**src/rtl/jt89_wr_sched.sv**
```systemverilog
// rtl/jt89_wr_sched.sv - round-robin write scheduler serialising register commands onto the jt89 wr_n/din port
// Optional feature macro: JT89_WR_SCHED_SHADOW_EN (shadow copy of PSG registers, skips redundant bytes)
module jt89_wr_sched #(
  parameter int WR_LOW = 2,
  parameter int WR_GAP = 2
) (
  input  logic       clk,
  input  logic       rst,
  input  logic       req0_valid,
  input  logic [2:0] req0_reg,
  input  logic [9:0] req0_val,
  output logic       req0_ready,
  output logic       req0_done,
  input  logic       req1_valid,
  input  logic [2:0] req1_reg,
  input  logic [9:0] req1_val,
  output logic       req1_ready,
  output logic       req1_done,
  output logic       wr_n,
  output logic [7:0] din,
  output logic       busy
);

  // A zero parameter would underflow the counter load, so clamp it to one cycle.
  localparam int LOW_N = (WR_LOW < 1) ? 1 : WR_LOW;
  localparam int GAP_N = (WR_GAP < 1) ? 1 : WR_GAP;
  localparam logic [3:0] LOW_LD = 4'(LOW_N - 1);
  localparam logic [3:0] GAP_LD = 4'(GAP_N - 1);

  typedef enum logic [2:0] {IDLE, LOW1, GAP1, LOW2, GAP2} state_t;

  state_t     state;
  logic [3:0] cnt;
  logic       last_gnt;   // 1 after reset so that req0 wins the first contested grant
  logic       cur_id;
  logic       two_byte;
  logic [7:0] data_byte;

  logic       gnt_any;
  logic       gnt_id;
  logic [2:0] sel_reg;
  logic [9:0] sel_val;
  logic [7:0] sel_latch;
  logic [7:0] sel_data;
  logic       sel_two;
  logic       skip_all;
  logic       hi_same;
  logic       done_pulse;

  // Arbitration and byte encoding for the command being offered in IDLE.
  always_comb begin
    gnt_any   = !rst && (state == IDLE) && (req0_valid || req1_valid);
    gnt_id    = (req0_valid && req1_valid) ? ~last_gnt : req1_valid;
    sel_reg   = gnt_id ? req1_reg : req0_reg;
    sel_val   = gnt_id ? req1_val : req0_val;
    sel_latch = (sel_reg == 3'b110) ? {4'b1110, 1'b0, sel_val[2:0]}
                                    : {1'b1, sel_reg, sel_val[3:0]};
    sel_data  = {2'b00, sel_val[9:4]};
    sel_two   = !sel_reg[0] && (sel_reg[2:1] != 2'd3);
  end

`ifdef JT89_WR_SCHED_SHADOW_EN
  logic [3:0] sh_vol  [4];
  logic [9:0] sh_tone [4];   // entry 3 is never used: channel 3 is the noise control
  logic [2:0] sh_ctrl;
  logic [2:0] cur_reg;
  logic [9:0] cur_val;

  // Compare the offered command against what the PSG already holds.
  always_comb begin
    skip_all = 1'b0;
    hi_same  = 1'b0;
    if (sel_reg[0])
      skip_all = (sh_vol[sel_reg[2:1]] == sel_val[3:0]);
    else if (sel_reg[2:1] == 2'd3)
      skip_all = (sh_ctrl == sel_val[2:0]);
    else begin
      skip_all = (sh_tone[sel_reg[2:1]] == sel_val);
      hi_same  = (sh_tone[sel_reg[2:1]][9:4] == sel_val[9:4]);
    end
  end

  // Shadow tracks each byte once its low phase completes, i.e. once the PSG has seen it.
  always_ff @(posedge clk) begin
    if (rst) begin
      for (int i = 0; i < 4; i++) begin
        sh_vol[i]  <= 4'hF;
        sh_tone[i] <= 10'h000;
      end
      sh_ctrl <= 3'b100;
      cur_reg <= 3'b000;
      cur_val <= 10'h000;
    end else begin
      if (gnt_any) begin
        cur_reg <= sel_reg;
        cur_val <= sel_val;
      end
      if (state == LOW1 && cnt == 4'd0) begin
        if (cur_reg[0])
          sh_vol[cur_reg[2:1]] <= cur_val[3:0];
        else if (cur_reg[2:1] == 2'd3)
          sh_ctrl <= cur_val[2:0];
        else
          sh_tone[cur_reg[2:1]][3:0] <= cur_val[3:0];
      end
      if (state == LOW2 && cnt == 4'd0)
        sh_tone[cur_reg[2:1]][9:4] <= cur_val[9:4];
    end
  end
`else
  assign skip_all = 1'b0;
  assign hi_same  = 1'b0;
`endif

  // Done fires in the final gap cycle; a skipped command lands directly on that cycle.
  always_comb begin
    done_pulse = (state == GAP2 && cnt == 4'd0) ||
                 (state == GAP1 && cnt == 4'd0 && !two_byte);
    req0_ready = gnt_any && !gnt_id;
    req1_ready = gnt_any &&  gnt_id;
    req0_done  = done_pulse && !cur_id;
    req1_done  = done_pulse &&  cur_id;
    busy       = (state != IDLE);
  end

  // Byte sequencer: wr_n and din are registered so din never changes inside a low window.
  always_ff @(posedge clk) begin
    if (rst) begin
      state     <= IDLE;
      cnt       <= 4'd0;
      wr_n      <= 1'b1;
      din       <= 8'h00;
      last_gnt  <= 1'b1;
      cur_id    <= 1'b0;
      two_byte  <= 1'b0;
      data_byte <= 8'h00;
    end else begin
      case (state)
        IDLE: begin
          if (gnt_any) begin
            last_gnt  <= gnt_id;
            cur_id    <= gnt_id;
            data_byte <= sel_data;
            two_byte  <= sel_two && !hi_same;
            if (skip_all) begin
              state <= GAP2;
              cnt   <= 4'd0;
            end else begin
              state <= LOW1;
              cnt   <= LOW_LD;
              wr_n  <= 1'b0;
              din   <= sel_latch;
            end
          end
        end
        LOW1: begin
          if (cnt == 4'd0) begin
            state <= GAP1;
            cnt   <= GAP_LD;
            wr_n  <= 1'b1;
          end else cnt <= cnt - 4'd1;
        end
        GAP1: begin
          if (cnt == 4'd0) begin
            if (two_byte) begin
              state <= LOW2;
              cnt   <= LOW_LD;
              wr_n  <= 1'b0;
              din   <= data_byte;
            end else state <= IDLE;
          end else cnt <= cnt - 4'd1;
        end
        LOW2: begin
          if (cnt == 4'd0) begin
            state <= GAP2;
            cnt   <= GAP_LD;
            wr_n  <= 1'b1;
          end else cnt <= cnt - 4'd1;
        end
        GAP2: begin
          if (cnt == 4'd0) state <= IDLE;
          else cnt <= cnt - 4'd1;
        end
        default: state <= IDLE;
      endcase
    end
  end

endmodule

```
**config.mk**
```make
export PLATFORM = sky130hd
export DESIGN_NAME = jt89_wr_sched
export DESIGN_NICKNAME = d
export VERILOG_FILES = /design/src/rtl/jt89_wr_sched.sv
export SDC_FILE = /design/constraint.sdc
export NUM_CORES = 1
export LEC_CHECK = 0
export ABC_AREA = 1
export CAP_MARGIN = 30
export CORE_UTILIZATION = 47
export DETAILED_ROUTE_END_ITERATION = 12
export PLACE_DENSITY = 0.79
export SKIP_LAST_GASP = 1
export SLEW_MARGIN = 20
export SYNTH_ARGS = -nofsm -noshare
export SYNTH_HDL_FRONTEND = slang
export SYNTH_SLANG_ARGS = --single-unit
```
**constraint.sdc**
```tcl
create_clock -name clk -period 1.7 [get_ports clk]
set_input_delay 0.51 -clock clk [delete_from_list [all_inputs] [get_ports clk]]
set_output_delay 0.51 -clock clk [all_outputs]
set_load 0.1 [all_outputs]
```
==> implementation parameters <==
Parameter                              Value

Timing
  Final Critical Period ... 2.000 ns
  Transition at the pin with the smallest max-transition slack ... 0.2669 ns
  Max transition margin ... 82.14%
  Endpoints failing setup ... 5
  Count of final hold-check violations ... 0
  Worst Skew ... 0.005429 ns
  Top achievable clock speed ... 0.5000 GHz
  Fin Hold WS ... 0.4698 ns
  Unrepaired setup endpoints after global routing ... true
  Slew Viols, Final ... 0
  Final Cycle Share ... 117.6%
  Smallest setup slack after layout ... -0.2999 ns

Synth
  Number of flops mapped to enable cells by yosys ... 0
  Count of yosys warnings during synthesis ... 0
  Most repeated cell in the gate-level netlist after synthesis ... sky130_fd_sc_hd__nand2_1
  Leading post-synthesis cells by cell area ... sky130_fd_sc_hd__dfxtp_1, sky130_fd_sc_hd__nand2_1, sky130_fd_sc_hd__nor2_1, sky130_fd_sc_hd__nand3_1, sky130_fd_sc_hd__inv_1
  Top flip-flop cell by instance count after synthesis ... sky130_fd_sc_hd__dfxtp_1
  Post-synthesis instance area ... 0.001526 sq mm
  Fraction of post-synthesis cell area in the top cell type by area ... around a third
  FF+latch count, synth ... 25
  Post-synth net total ... between 200 and 300
  Number of distinct library cells after synthesis ... 26
  Leading cell types by count after synthesis ... sky130_fd_sc_hd__nand2_1, sky130_fd_sc_hd__nor2_1, sky130_fd_sc_hd__dfxtp_1, sky130_fd_sc_hd__inv_1, sky130_fd_sc_hd__nand3_1
  Area leader, netlist ... sky130_fd_sc_hd__dfxtp_1
  Share of synthesized area occupied by flip-flops and latches ... 32.79%
  Share of synthesized registers carrying an async set or reset ... 0%
  Average instance area after synthesis ... a little over 6 sq um
  Gate count of the mapped netlist ... 245

Finish
  Area occupied by registers ... approximately 500 sq um
  Final design area excluding fillers ... between 0.002 and 0.003 sq mm
  Final Net Count ... 357
  Antenna Diode Count ... 0
  Number of filler cells placed in the layout ... between 150 and 200
  Share of post-route cells with drive strength above 1 ... about 30%
  Signed area change from the synthesized netlist to the final layout ... 66.80%
  Area of the multi-input gates ... 955.9 sq um
  Final standard cell utilization of the core ... 82.72%

Worst hold path
  Worst min-delay path category ... reg -> reg
  Sink of the worst hold path ... data_byte[3]
  Hold_sp ... data_byte[3]
  Number of cells traversed by the worst hold path ... 2

Global route
  Aggregate global-route resource usage ... approximately 26%
  Wire length of the first global-routing pass ... 6.948 mm
  Number of global-route vias before repair ... 1687
  Number of antenna violations at the first check in global routing ... 0
  Pin count of the biggest net entering global routing ... 16
  Remaining global-route overflow ... 0

Run status
  Run status ... finished, violations left
  Failing checks ... setup timing

Place
  Worst setup slack after placement ... -0.5646 ns
  Buffers on Ports ... 43
  Weighted congestion reported at the end of routability-driven placement ... 0.8821
  Placed cell area ... between 0.002 and 0.0025 sq mm
  Half-perimeter wire length after placement ... 3.098 mm

Worst setup path
  Data arrival at the endpoint of the critical path ... between 1 and 1.5 ns
  Worst Reg-to-Reg Cells ... 11
  Kind of critical path ... reg -> out
  Critical path data required time ... 1.19 ns
  Startpoint of the most critical register-to-register path ... state[0]
  R2r setup slk ... between 0.2 and 0.25 ns
  Crit Reg-Reg Endpoint ... cnt[0]
  Crit path max fanout ... 3
  Crit path capture type ... output pin
  Crit start category ... register

Clock tree
  Number of hold buffers added after CTS ... 0
  Clock transition at the registers of the reported paths ... 0.14 ns
  CTS tree ... yes
  Clock insertion delay at the later pin of the skew report ... around 0.33 ns
  Cts bufs inserted ... 3
  Root cell of the clock tree ... sky130_fd_sc_hd__clkbuf_4
  Depth of the CTS H-tree ... 1
  Deepest clock path buffer count ... 2
  CTS sink cnt ... 25

Pwr
  Switching share of power ... 53.09%
  Share of power burned in registers ... ~18%
  Clock Power Share ... 5.2%
  Relative contribution of combinational cells to total power ... 76.8%
  Leakage power figure ... 0.001214 uW
  Power Total ... between 5000 and 6000 uW
  Net switching component of the power ... 2908 uW
  Power Dens Cells ... 2151 mW/mm^2
  Worst voltage drop across the vdd grid ... ~1400 uV
  Cell Int Power ... 2569 uW

Flow run
  Max-capacitance violation count ... 0

Drt
  Drt first pass iters ... 4
  Remaining DRCs ... 0
  Average detailed-routed wire length per instance ... 12.01 um
  Post-DRT Antenna Nets ... 0
  Via density ... between 4 and 5
  Initial detailed-routing violation count ... 146
  Routed vias ... 1838
  Total wire length ... 4.418 mm

Floorplanning
  Die area ... approximately 0.0035 sq mm
  Die height ... 58.99 um
  CORE AREA ... 0.003078 sq mm
  I/O pin count ... 44
  Placement row count ... 20
  Initial Util ... 49.59%
  Die X-Extent ... 58.99 um
cell families (layout without fill, tap and decap cells):
family                     after synthesis  after routing  synth area share (%)
buffers and inverters                   35            114                 10.00
adders and majority gates                2              2                 1.639
xor gates and xnor gates                 1              1                0.5739
and+or+nand+nor                        156            156                 45.25
DFF                                     25             25                 32.79
AOI/OAI and AO/OA                       26             26                 9.755
worst max-delay path: stages (launching register included):
cell and delay, ns:
sky130_fd_sc_hd__dfxtp_4 0.38, sky130_fd_sc_hd__inv_4 0.06, sky130_fd_sc_hd__nand2_4 0.05, sky130_fd_sc_hd__nor2_4 0.11
sky130_fd_sc_hd__nand2_4 0.08, sky130_fd_sc_hd__nor2_4 0.14, sky130_fd_sc_hd__nand2_2 0.09, sky130_fd_sc_hd__clkinvlp_4 0.08
sky130_fd_sc_hd__buf_12 0.16
final cells by class:
type,count,share of cell area (%)
sequential,25,20.05
inverter,29,4.717
multi-input combinational,185,37.54
clock inverter,1,0.2457
tap,44,2.162
clock buffer,3,0.8845
timing repair buffer,81,34.40
routing by layer:
metal / GRT usage [%] / vias up / wire length [um]
met2: 48.21 / 70 / 2296
met4: 10.20 / 0 / 75
met5: 0 / - / 0
met3: 2.838 / 11 / 211
met1: 29.67 / 832 / 1835
li1: - / 925 / -
power groups by stage:
stage	logic, uW	registers, uW	clock network, uW
floorplan	2000	1500	0
global placement	3630	993	0
detailed placement	3700	993	0
CTS	3990	983	287
global route	4490	1010	306
finish	4210	987	283
how the worst max path moves through the flow:
| stage | startpoint | end | slack (ns) | depth (start not counted) |
|---|---|---|---|---|
| floorplan | state[2] | req1_ready | -0.29 | 7 |
| global placement | req1_valid | req0_ready | -0.53 | 8 |
| detailed placement | req1_valid | req0_ready | -0.56 | 8 |
| CTS | state[2] | req0_ready | -0.28 | 8 |
| global route | state[2] | req0_ready | -0.36 | 8 |
| finish | state[2] | req0_ready | -0.30 | 8 |
flip-flops by register name, summed over array words and instances (netlist names):
signal	flops
din	8
data_byte	6
cnt	4
state	3
cur_id	1
last_gnt	1
two_byte	1
wr_n	1
cell usage in the layout, fill, tap and decap left out, drive strengths merged:
cell,netlist,routed
ha,2,2
nor3,2,2
inv,29,29
o211ai,1,1
clkbuf,1,3
nor2,42,42
nand2,88,88
clkdlybuf4s50,0,26
o21ai,7,7
a31oi,3,3
clkinvlp,0,1
dlygate4sd2,0,3
o22ai,1,1
xor2,1,1
nand3,22,22
dfxtp,25,25
buf,5,52
a21oi,14,14
nand4,2,2
timing repair:
action,in CTS,in global routing
pin swaps,14,3
hold endpoints to repair,0,0
gates resized for setup,16,5
buffers inserted,11,6
endpoints found under the setup margin,9,5
stage by stage:
step / setup TNS [ns] / std cells
2_1_floorplan: -0.7782 / 245
3_3_place_gp: -7.496 / 348
3_5_place_dp: -7.876 / 348
4_1_cts: -1.165 / 362
5_1_grt: -1.515 / 368
6_report: -1.305 / 368
(Power assumes the default switching activity.)
